File: src/rtl/vc_arb_resp_router_pkg.sv
// Shared helpers for the arbiter response router: grant encoding and width derivations.
package vc_arb_pkg;

  localparam int MAX_REQS = 16;

  function automatic int idx_w(input int n);
    return (n < 2) ? 1 : $clog2(n);
  endfunction

  function automatic int cnt_w(input int depth);
    return $clog2(depth) + 1;
  endfunction

  // Scans from the top down so the lowest set bit wins on a malformed grant vector.
  function automatic logic [3:0] onehot_enc(input logic [MAX_REQS-1:0] vec);
    logic [3:0] idx;
    idx = '0;
    for (int i = MAX_REQS - 1; i >= 0; i--) begin
      if (vec[i]) idx = 4'(i);
    end
    return idx;
  endfunction

endpackage

File: src/rtl/vc_arb_resp_router_if.sv
// Request/response handshake bundle between the arbiter side and the router.
// err exists only when VC_ARB_RESP_ROUTER_ERR_EN is defined.
interface vc_arb_resp_router_if #(
  parameter int p_num_reqs = 2,
  parameter int p_depth    = 4
);
  localparam int CNT_W = vc_arb_pkg::cnt_w(p_depth);

  logic [p_num_reqs-1:0] grants;
  logic                  req_fire;
  logic                  alloc_rdy;
  logic                  resp_val;
  logic                  resp_rdy;
  logic [p_num_reqs-1:0] out_val;
  logic [p_num_reqs-1:0] out_rdy;
  logic [CNT_W-1:0]      count;
`ifdef VC_ARB_RESP_ROUTER_ERR_EN
  logic                  err;

  modport slave  (input grants, req_fire, resp_val, out_rdy,
                  output alloc_rdy, resp_rdy, out_val, count, err);
  modport master (output grants, req_fire, resp_val, out_rdy,
                  input alloc_rdy, resp_rdy, out_val, count, err);
`else
  modport slave  (input grants, req_fire, resp_val, out_rdy,
                  output alloc_rdy, resp_rdy, out_val, count);
  modport master (output grants, req_fire, resp_val, out_rdy,
                  input alloc_rdy, resp_rdy, out_val, count);
`endif

endinterface

File: src/rtl/vc_arb_id_fifo.sv
// In-order ID store: register file with wrapping head/tail pointers and an occupancy count.
// No bypass path, so a pushed ID is visible at the head one cycle later at the earliest.
module vc_arb_id_fifo #(
  parameter int p_depth = 4,
  parameter int p_id_w  = 1
) (
  input  logic                     clk,
  input  logic                     reset,
  input  logic                     push,
  input  logic [p_id_w-1:0]        push_id,
  input  logic                     pop,
  output logic [p_id_w-1:0]        head_id,
  output logic [$clog2(p_depth):0] count
);

  localparam int PTR_W = $clog2(p_depth);
  localparam logic [PTR_W:0] FULL_CNT = (PTR_W + 1)'(p_depth);

  logic [p_id_w-1:0] mem [p_depth];
  logic [PTR_W-1:0]  head;
  logic [PTR_W-1:0]  tail;
  logic              do_push;
  logic              do_pop;

  assign do_push = push && (count != FULL_CNT);
  assign do_pop  = pop && (count != '0);
  assign head_id = mem[head];

  // Pointers are exactly PTR_W bits, so increment wraps modulo the power-of-two depth.
  always_ff @(posedge clk or posedge reset) begin
    if (reset) begin
      head  <= '0;
      tail  <= '0;
      count <= '0;
    end else begin
      if (do_push) tail <= tail + 1'b1;
      if (do_pop)  head <= head + 1'b1;
      case ({do_push, do_pop})
        2'b10:   count <= count + 1'b1;
        2'b01:   count <= count - 1'b1;
        default: count <= count;
      endcase
    end
  end

  always_ff @(posedge clk) begin
    if (do_push) mem[tail] <= push_id;
  end

endmodule

File: src/rtl/vc_arb_resp_router.sv
// Records each accepted grant's requester index and steers in-order responses back to it.
// Define VC_ARB_RESP_ROUTER_ERR_EN to add the sticky protocol-error flag.
module vc_arb_resp_router
  import vc_arb_pkg::*;
#(
  parameter int p_num_reqs = 2,
  parameter int p_depth    = 4
) (
  input  logic                 clk,
  input  logic                 reset,
  vc_arb_resp_router_if.slave  bus
);

  localparam int IDX_W = idx_w(p_num_reqs);
  localparam int CNT_W = cnt_w(p_depth);
  localparam logic [CNT_W-1:0] FULL_CNT = CNT_W'(p_depth);

  logic [3:0]       enc;
  logic [IDX_W-1:0] grant_id;
  logic [IDX_W-1:0] head_id;
  logic [CNT_W-1:0] count;
  logic             grant_any;
  logic             nonempty;
  logic             push;
  logic             pop;

  assign enc       = onehot_enc(MAX_REQS'(bus.grants));
  assign grant_id  = enc[IDX_W-1:0];
  assign grant_any = |bus.grants;
  assign nonempty  = (count != '0);

  assign bus.alloc_rdy = (count != FULL_CNT);
  assign bus.resp_rdy  = nonempty && bus.out_rdy[head_id];
  assign bus.count     = count;

  assign push = bus.req_fire && grant_any && bus.alloc_rdy;
  assign pop  = bus.resp_val && bus.resp_rdy;

  always_comb begin
    bus.out_val = '0;
    for (int i = 0; i < p_num_reqs; i++) begin
      bus.out_val[i] = bus.resp_val && nonempty && (head_id == IDX_W'(i));
    end
  end

  vc_arb_id_fifo #(
    .p_depth (p_depth),
    .p_id_w  (IDX_W)
  ) u_id_fifo (
    .clk     (clk),
    .reset   (reset),
    .push    (push),
    .push_id (grant_id),
    .pop     (pop),
    .head_id (head_id),
    .count   (count)
  );

`ifdef VC_ARB_RESP_ROUTER_ERR_EN
  logic err_flag;
  logic spurious;
  logic overflow;

  assign spurious = bus.resp_val && !nonempty;
  assign overflow = bus.req_fire && grant_any && !bus.alloc_rdy;

  always_ff @(posedge clk or posedge reset) begin
    if (reset)                    err_flag <= 1'b0;
    else if (spurious || overflow) err_flag <= 1'b1;
  end

  assign bus.err = err_flag;
`endif

endmodule

File: src/flat_wrapper.sv
// flat-port wrapper written by rule: the top's interface ports become plain ports
module vc_arb_resp_router_flat import vc_arb_pkg::*;
#(
  parameter int p_num_reqs = 2,
  parameter int p_depth    = 4
)
  (clk, reset, bus_grants, bus_req_fire, bus_resp_val, bus_out_rdy, bus_alloc_rdy, bus_resp_rdy, bus_out_val, bus_count);
  vc_arb_resp_router_if #(.p_num_reqs(p_num_reqs), .p_depth(p_depth)) bus_i ();
  input  logic clk;
  input  logic reset;
  input wire logic [$bits(bus_i.grants)-1:0] bus_grants;
  input wire logic [$bits(bus_i.req_fire)-1:0] bus_req_fire;
  input wire logic [$bits(bus_i.resp_val)-1:0] bus_resp_val;
  input wire logic [$bits(bus_i.out_rdy)-1:0] bus_out_rdy;
  output wire logic [$bits(bus_i.alloc_rdy)-1:0] bus_alloc_rdy;
  output wire logic [$bits(bus_i.resp_rdy)-1:0] bus_resp_rdy;
  output wire logic [$bits(bus_i.out_val)-1:0] bus_out_val;
  output wire logic [$bits(bus_i.count)-1:0] bus_count;
  assign bus_i.grants = bus_grants;
  assign bus_i.req_fire = bus_req_fire;
  assign bus_i.resp_val = bus_resp_val;
  assign bus_i.out_rdy = bus_out_rdy;
  assign bus_alloc_rdy = bus_i.alloc_rdy;
  assign bus_resp_rdy = bus_i.resp_rdy;
  assign bus_out_val = bus_i.out_val;
  assign bus_count = bus_i.count;
  vc_arb_resp_router #(.p_num_reqs(p_num_reqs), .p_depth(p_depth)) u_core (.clk(clk), .reset(reset), .bus(bus_i));
endmodule
File: config.mk
export PLATFORM = sky130hd
export DESIGN_NAME = vc_arb_resp_router_flat
export DESIGN_NICKNAME = d
export VERILOG_FILES = /design/src/rtl/vc_arb_resp_router_pkg.sv /design/src/rtl/vc_arb_resp_router_if.sv /design/src/rtl/vc_arb_id_fifo.sv /design/src/rtl/vc_arb_resp_router.sv /design/src/flat_wrapper.sv
export SDC_FILE = /design/constraint.sdc
export NUM_CORES = 1
export LEC_CHECK = 0
export CAP_MARGIN = 20
export CORE_MARGIN = 2
export CORE_UTILIZATION = 25
export CTS_CLUSTER_DIAMETER = 200
export DETAILED_ROUTE_END_ITERATION = 16
export PLACE_DENSITY_LB_ADDON = 0.12
export SYNTH_ARGS = -nofsm -noshare
export SYNTH_HDL_FRONTEND = slang
export SYNTH_HIERARCHICAL = 1
export SYNTH_SLANG_ARGS = --single-unit
File: constraint.sdc
create_clock -name clk -period 2.61 [get_ports clk]
set_input_delay 0.6525 -clock clk [delete_from_list [all_inputs] [get_ports clk]]
set_output_delay 0.6525 -clock clk [all_outputs]
set_load 0.1 [all_outputs]
After elaboration in Yosys (flattened, before gate mapping)
Memories as Yosys holds them, arrays and structs flattened.
Index checks and enable logic that the tools add are counted.
{ "word_totals": {"ramBits": 4, "mem_count": 1, "out_inout_bits": 7, "register_bits": 7} }
{ "mem_list": {"columns": ["memory", "words", "word_bits", "rd", "rd_clocked_by_memory_dff", "write_ports", "line_no", "rtl"], "rows": [
  ["u_core.u_id_fifo.mem", 4, 1, 1, 0, 1, "vc_arb_id_fifo.sv:19", "logic [p_id_w-1:0] mem [p_depth];"]
]} }
{ "op_classes": {"mux": 7, "reduce_logical": 12, "magnitude_cmp": 1, "n_eq_ne": 3, "bitwise": 1, "add_sub_neg": 4} }
{ "op_table": {"columns": ["op", "count"], "rows": [
  ["1-bit logical AND", 9],
  ["1-bit two-way mux", 6],
  ["3-bit case mux with 2 select lines", 1],
  ["2-bit by 1-bit adder with 2-bit output (second input constant)", 2],
  ["3-bit by 1-bit adder with 3-bit output (second input constant)", 1],
  ["3-bit inequality test (second input constant)", 1],
  ["3-bit nonzero test", 1],
  ["3-bit by 1-bit subtractor with 3-bit output (second input constant)", 1],
  ["2-bit by 1-bit == test with 1-bit output (second input constant)", 1],
  ["2-bit == test (second input constant)", 1],
  ["1-bit by 2-bit < comparator with 1-bit output (second input constant)", 1],
  ["2-bit nonzero test", 1],
  ["2-bit OR reduction", 1],
  ["1-bit NOT", 1]
]} }

Logic depth before layout (Yosys ltp)
An unclocked memory read counts as a cell.
{ "depth": {"word_depth": 8, "depth_mapped": 11} }

By module
The synthesis kept the hierarchy.
{ "by_module_without_submodules": {"columns": ["mod", "instances", "area_each_um2", "seq_area_each_um2", "cells_each"], "rows": [
  ["vc_arb_id_fifo", 1, 574.3, 295.3, 43],
  ["vc_arb_resp_router", 1, 78.8, 0.0, 13]
]} }

Worst setup path before layout
Ideal clock, no wire load.
{ "synth_path": {"path_kind": "reg-to-output", "from": "reg u_core.u_id_fifo.count[1]", "to": "out bus_out_val[0]", "arrival_time_ns": 2.495, "slack_ns": -0.538, "stages_incl_launch_ff": 3, "required_ns": 1.957, "path_cell_list": "dfrtp_1 -> o31ai_4 -> nor2_1"} }
{ "synth_via": {"elab_chain_len": 3} }
{ "synth_rtl": {"columns": ["item", "line_no", "rtl"], "rows": [
  ["start, declared", "vc_arb_id_fifo.sv:13", "output logic [$clog2(p_depth):0] count"],
  ["start signal, assigned", "vc_arb_id_fifo.sv:39", "2'b10: count <= count + 1'b1;"],
  ["start signal, assigned", "vc_arb_id_fifo.sv:40", "2'b01: count <= count - 1'b1;"],
  ["start signal, assigned", "vc_arb_id_fifo.sv:41", "default: count <= count;"],
  ["3-bit nonzero test", "vc_arb_resp_router.sv:30", "assign nonempty = (count != '0);"],
  ["1-bit logical AND (2 in a row)", "vc_arb_resp_router.sv:42", "bus.out_val[i] = bus.resp_val && nonempty && (head_id == IDX_W'(i));"],
  ["end, declared", "flat_wrapper.sv:17", "output wire logic [$bits(bus_i.out_val)-1:0] bus_out_val;"]
]} }
No other way between the ends.

Worst setup path after layout
{ "layout_path": {"from": "reg u_core.u_id_fifo.head[0]", "to": "reg u_core.u_id_fifo.count[2]"} }
{ "layout_via": {"elab_chain_len": 8, "elab_cells_between_ends": 10, "cone_classes": "eq/ne: 2; mux: 3; reduce/logical: 4; memory: 1"} }
{ "layout_rtl": {"columns": ["item", "line_no", "rtl"], "rows": [
  ["start, declared", "vc_arb_id_fifo.sv:20", "logic [PTR_W-1:0] head;"],
  ["start signal, assigned", "vc_arb_id_fifo.sv:37", "if (do_pop) head <= head + 1'b1;"],
  ["memory read 4 x 1 bit *", null, null],
  ["net u_core.head_id", "vc_arb_resp_router.sv:20", "logic [IDX_W-1:0] head_id;"],
  ["1-bit two-way mux (not written as such) * (2 in a row)", "vc_arb_resp_router.sv:33", "assign bus.resp_rdy = nonempty && bus.out_rdy[head_id];"],
  ["1-bit logical AND *", "vc_arb_resp_router.sv:33", null],
  ["1-bit logical AND *", "vc_arb_resp_router.sv:37", "assign pop = bus.resp_val && bus.resp_rdy;"],
  ["net u_core.pop", "vc_arb_resp_router.sv:25", "logic pop;"],
  ["1-bit logical AND *", "vc_arb_id_fifo.sv:26", "assign do_pop = pop && (count != '0);"],
  ["net u_core.u_id_fifo.do_pop", "vc_arb_id_fifo.sv:23", "logic do_pop;"],
  ["2-bit by 1-bit == test with 1-bit output or 2-bit == test (tied branches)", "vc_arb_id_fifo.sv:38", "case ({do_push, do_pop})"],
  ["3-bit case mux with 2 select lines or 2-bit nonzero test (tied branches)", null, null]
]} }
Mark *: on every way through the listed nets, which the timed path passes. The rest lies on a longest branch. The select of a mux whose other input is x is not followed.
A chain may end at the register's enable or synchronous reset.

==> results.ini <==
[timing]
setup_viol = 0
slew_headroom_pct = 77.5
finClkSkew_ns = 0.00197
hold_violations = 0
final_max_slew_viol_count = 0
finalCriticalPeriod_ns = 2.56
worst_slew_pin_slew_ns = 0.337
rsz0062_at_grt = yes
max_freq_mhz = 391
post-route-period-util_pct = 98.0

[grt]
grt_pass1_wl_um = 2040
grt.overflow.total = 0
grt_start_max_net_pins = 10
grt_pass1_vias = 483
track_usage_pct = 9.98
grt_antenna_before_repair = 0

[detailed_routing]
drtIter0Drc = 5
avgViaCountPerCell = 4.23
vias = 478
remaining_drc_errors = 0
dr.pass1.iters = 3
drt.antenna.violating_nets = 0
routed_wirelength_um = 1240
wl_per_cell_um = 11.0

[run_status]
status = finished, final reports clean

[floorplan]
die_h_um = 55.1
core_sq_um = 2480
initial_core_util_pct = 26.4
std_cell_rows = 18
die_w_um = 55.1
ios = 15
die_area_sq_um = 3040

[yosys]
seq_area_frac_synth_pct = 45.2
syn_avg_cell_area_sq_um = 11.7
ys.flop_type = dfrtp_1
ys_types = 22
ys_seq_elements = 11
synth_area_sq_um = 653
async_reset_ff_share_pct = 63.6
synth_top_area_share_pct = 26.8
synth_edf_count = 4
syn-num-nets = 70
yosys.area.top_type = dfrtp_1
syn_inst = 56
yosysWarnings = 6
synthTopCellsByArea = dfrtp_1 27%, edfxtp_1 18%, ha_1 9.6%, inv_1 4.0%, xnor2_1 4.0%
synth_common_cells = 7 x dfrtp_1, 7 x inv_1, 6 x nor2_1

[placed_design]
io_buffers = 14
place_congestion = 0.704
place_inst = 105
place_hpwl_um = 903

[critical_path]
endpoint_kind = register
cp_num_buf_inv = 1
cp_cell_sequence = mux4_2 -> mux2i_4 -> nor2_2 -> o31a_1 -> ha_2 -> inv_2 -> fa_2 -> xor2_1 -> nor2_1 -> xor2_1
crit_path_start_kind = register
cp_common_cell = xor2_1
path_max_fanout = 3
r2r_start = u_core/u_id_fifo/head[0]
critPathMaxStageDelay_ns = 0.58
crit_type = reg2reg
cp_top_family = multiplexers
cp_slowest_cell = mux4_2
crit_arrival_ns = 2.75
required_ns = 2.81
startpoint = u_core/u_id_fifo/head[0]

[clock_tree]
clkLatencyLatePin_ns = 0.27
hold_buffers = 0
cts_sinks = 11
cts_tree = done
htree_levels = 1
cts_buffers = 3
cts-root-buf = clkbuf_4
clk_path_buf_depth = 2
clkTransAtPathRegs_ns = 0.07

[finish]
nNetsFinal = 98
syn_to_final_growth_pct = 50.2
layout-drive-gt1-share_pct = 43.4
fill_cells = 254
antenna_cells = 0
instances_no_fill = 113

[run]
max_cap_violations = 0

[hold_path]
hp-class = reg2reg
min_from = u_core/u_id_fifo/head[1]

-- cells by family after synthesis --
family / Yosys count / share of synthesized area [%]
AO/OA/AOI/OAI: 7 / 11.5
adder cells (fa/ha/maj): 6 / 12.6
multiplexers: 3 / 7.28
flip-flops: 11 / 45.2
AND/OR/NAND/NOR: 14 / 10.2
buffers and inverters: 9 / 5.17
XOR/XNOR: 6 / 8.05
-- path summary, 6_finish.rpt --
| kind | end | slack (ns) | cells after the start |
|---|---|---|---|
| max in group asynchronous | u_core/u_id_fifo/count[1] | 1.75 | 2 |
| min in group asynchronous | u_core/u_id_fifo/tail[0] | 0.61 | 2 |
| worst max-delay path | u_core/u_id_fifo/count[2] | 0.05 | 10 |
| worst min-delay path | u_core/u_id_fifo/head[1] | 0.48 | 1 |
| worst min register to register | u_core/u_id_fifo/head[1] | 0.48 | 1 |
| worst max register to register | u_core/u_id_fifo/count[2] | 0.05 | 10 |
-- cells in the final DEF, fill, tap and decap left out, drive strengths merged, types with 2 or more instances in the layout --
cell type and count:
clkbuf 3, edfxtp 4, and2 4, clkdlybuf4s50 7
buf 16, xnor2 3, ha 5, nor2 6
nand2 2, dfrtp 7, inv 9, xor2 3
o21ai 2
-- per-layer routing --
| metal | wire [um] | global-route usage [%] | vias up |
|---|---|---|---|
| li1 | - | - | 245 |
| met1 | 571 | 12.0 | 215 |
| met2 | 576 | 15.5 | 14 |
| met3 | 58 | 1.61 | 4 |
| met4 | 33 | 8.54 | 0 |
| met5 | 0 | 0 | - |
-- metrics by stage --
step	cell area, sq um	setup TNS, ns	util, %	setup slack (ns)	hold WS (ns)
2_1_floorplan	668	-0.140	-	-0.0700	0.454
3_3_place_gp	903	-0.0493	36.5	-0.0493	0.479
3_5_place_dp	903	-0.0544	36.5	-0.0544	0.475
4_1_cts	931	0	37.6	0.0436	0.489
5_1_grt	981	-0.110	39.6	-0.104	0.531
6_report	981	0	39.6	0.0526	0.484
-- cell type report --
type                       instances  area [sq um]  area share [%]
multi-input combinational         36           357            36.4
tap                               30          37.5            3.83
sequential                        11           298            30.4
timing repair buffer              23           228            23.2
clock inverter                     1          5.00           0.510
inverter                           9          33.8            3.44
clock buffer                       3          22.5            2.30
-- sequential cells by signal, indices dropped and copies added, names as in the netlist --
register / flops
u_core/u_id_fifo/tail: 2
u_core/u_id_fifo/count: 3
u_core/u_id_fifo/mem: 4
u_core/u_id_fifo/head: 2
-- repair_timing --
action                                  in CTS  in global routing
gates resized for setup                      0                  6
buffers inserted                             0                  4
endpoints found under the setup margin       0                  2
endpoints found under the hold margin        0                  0
Power is left out: the tool's default activity adds up to more than one toggle a clock period on the data nets, which glitch-free logic cannot reach.
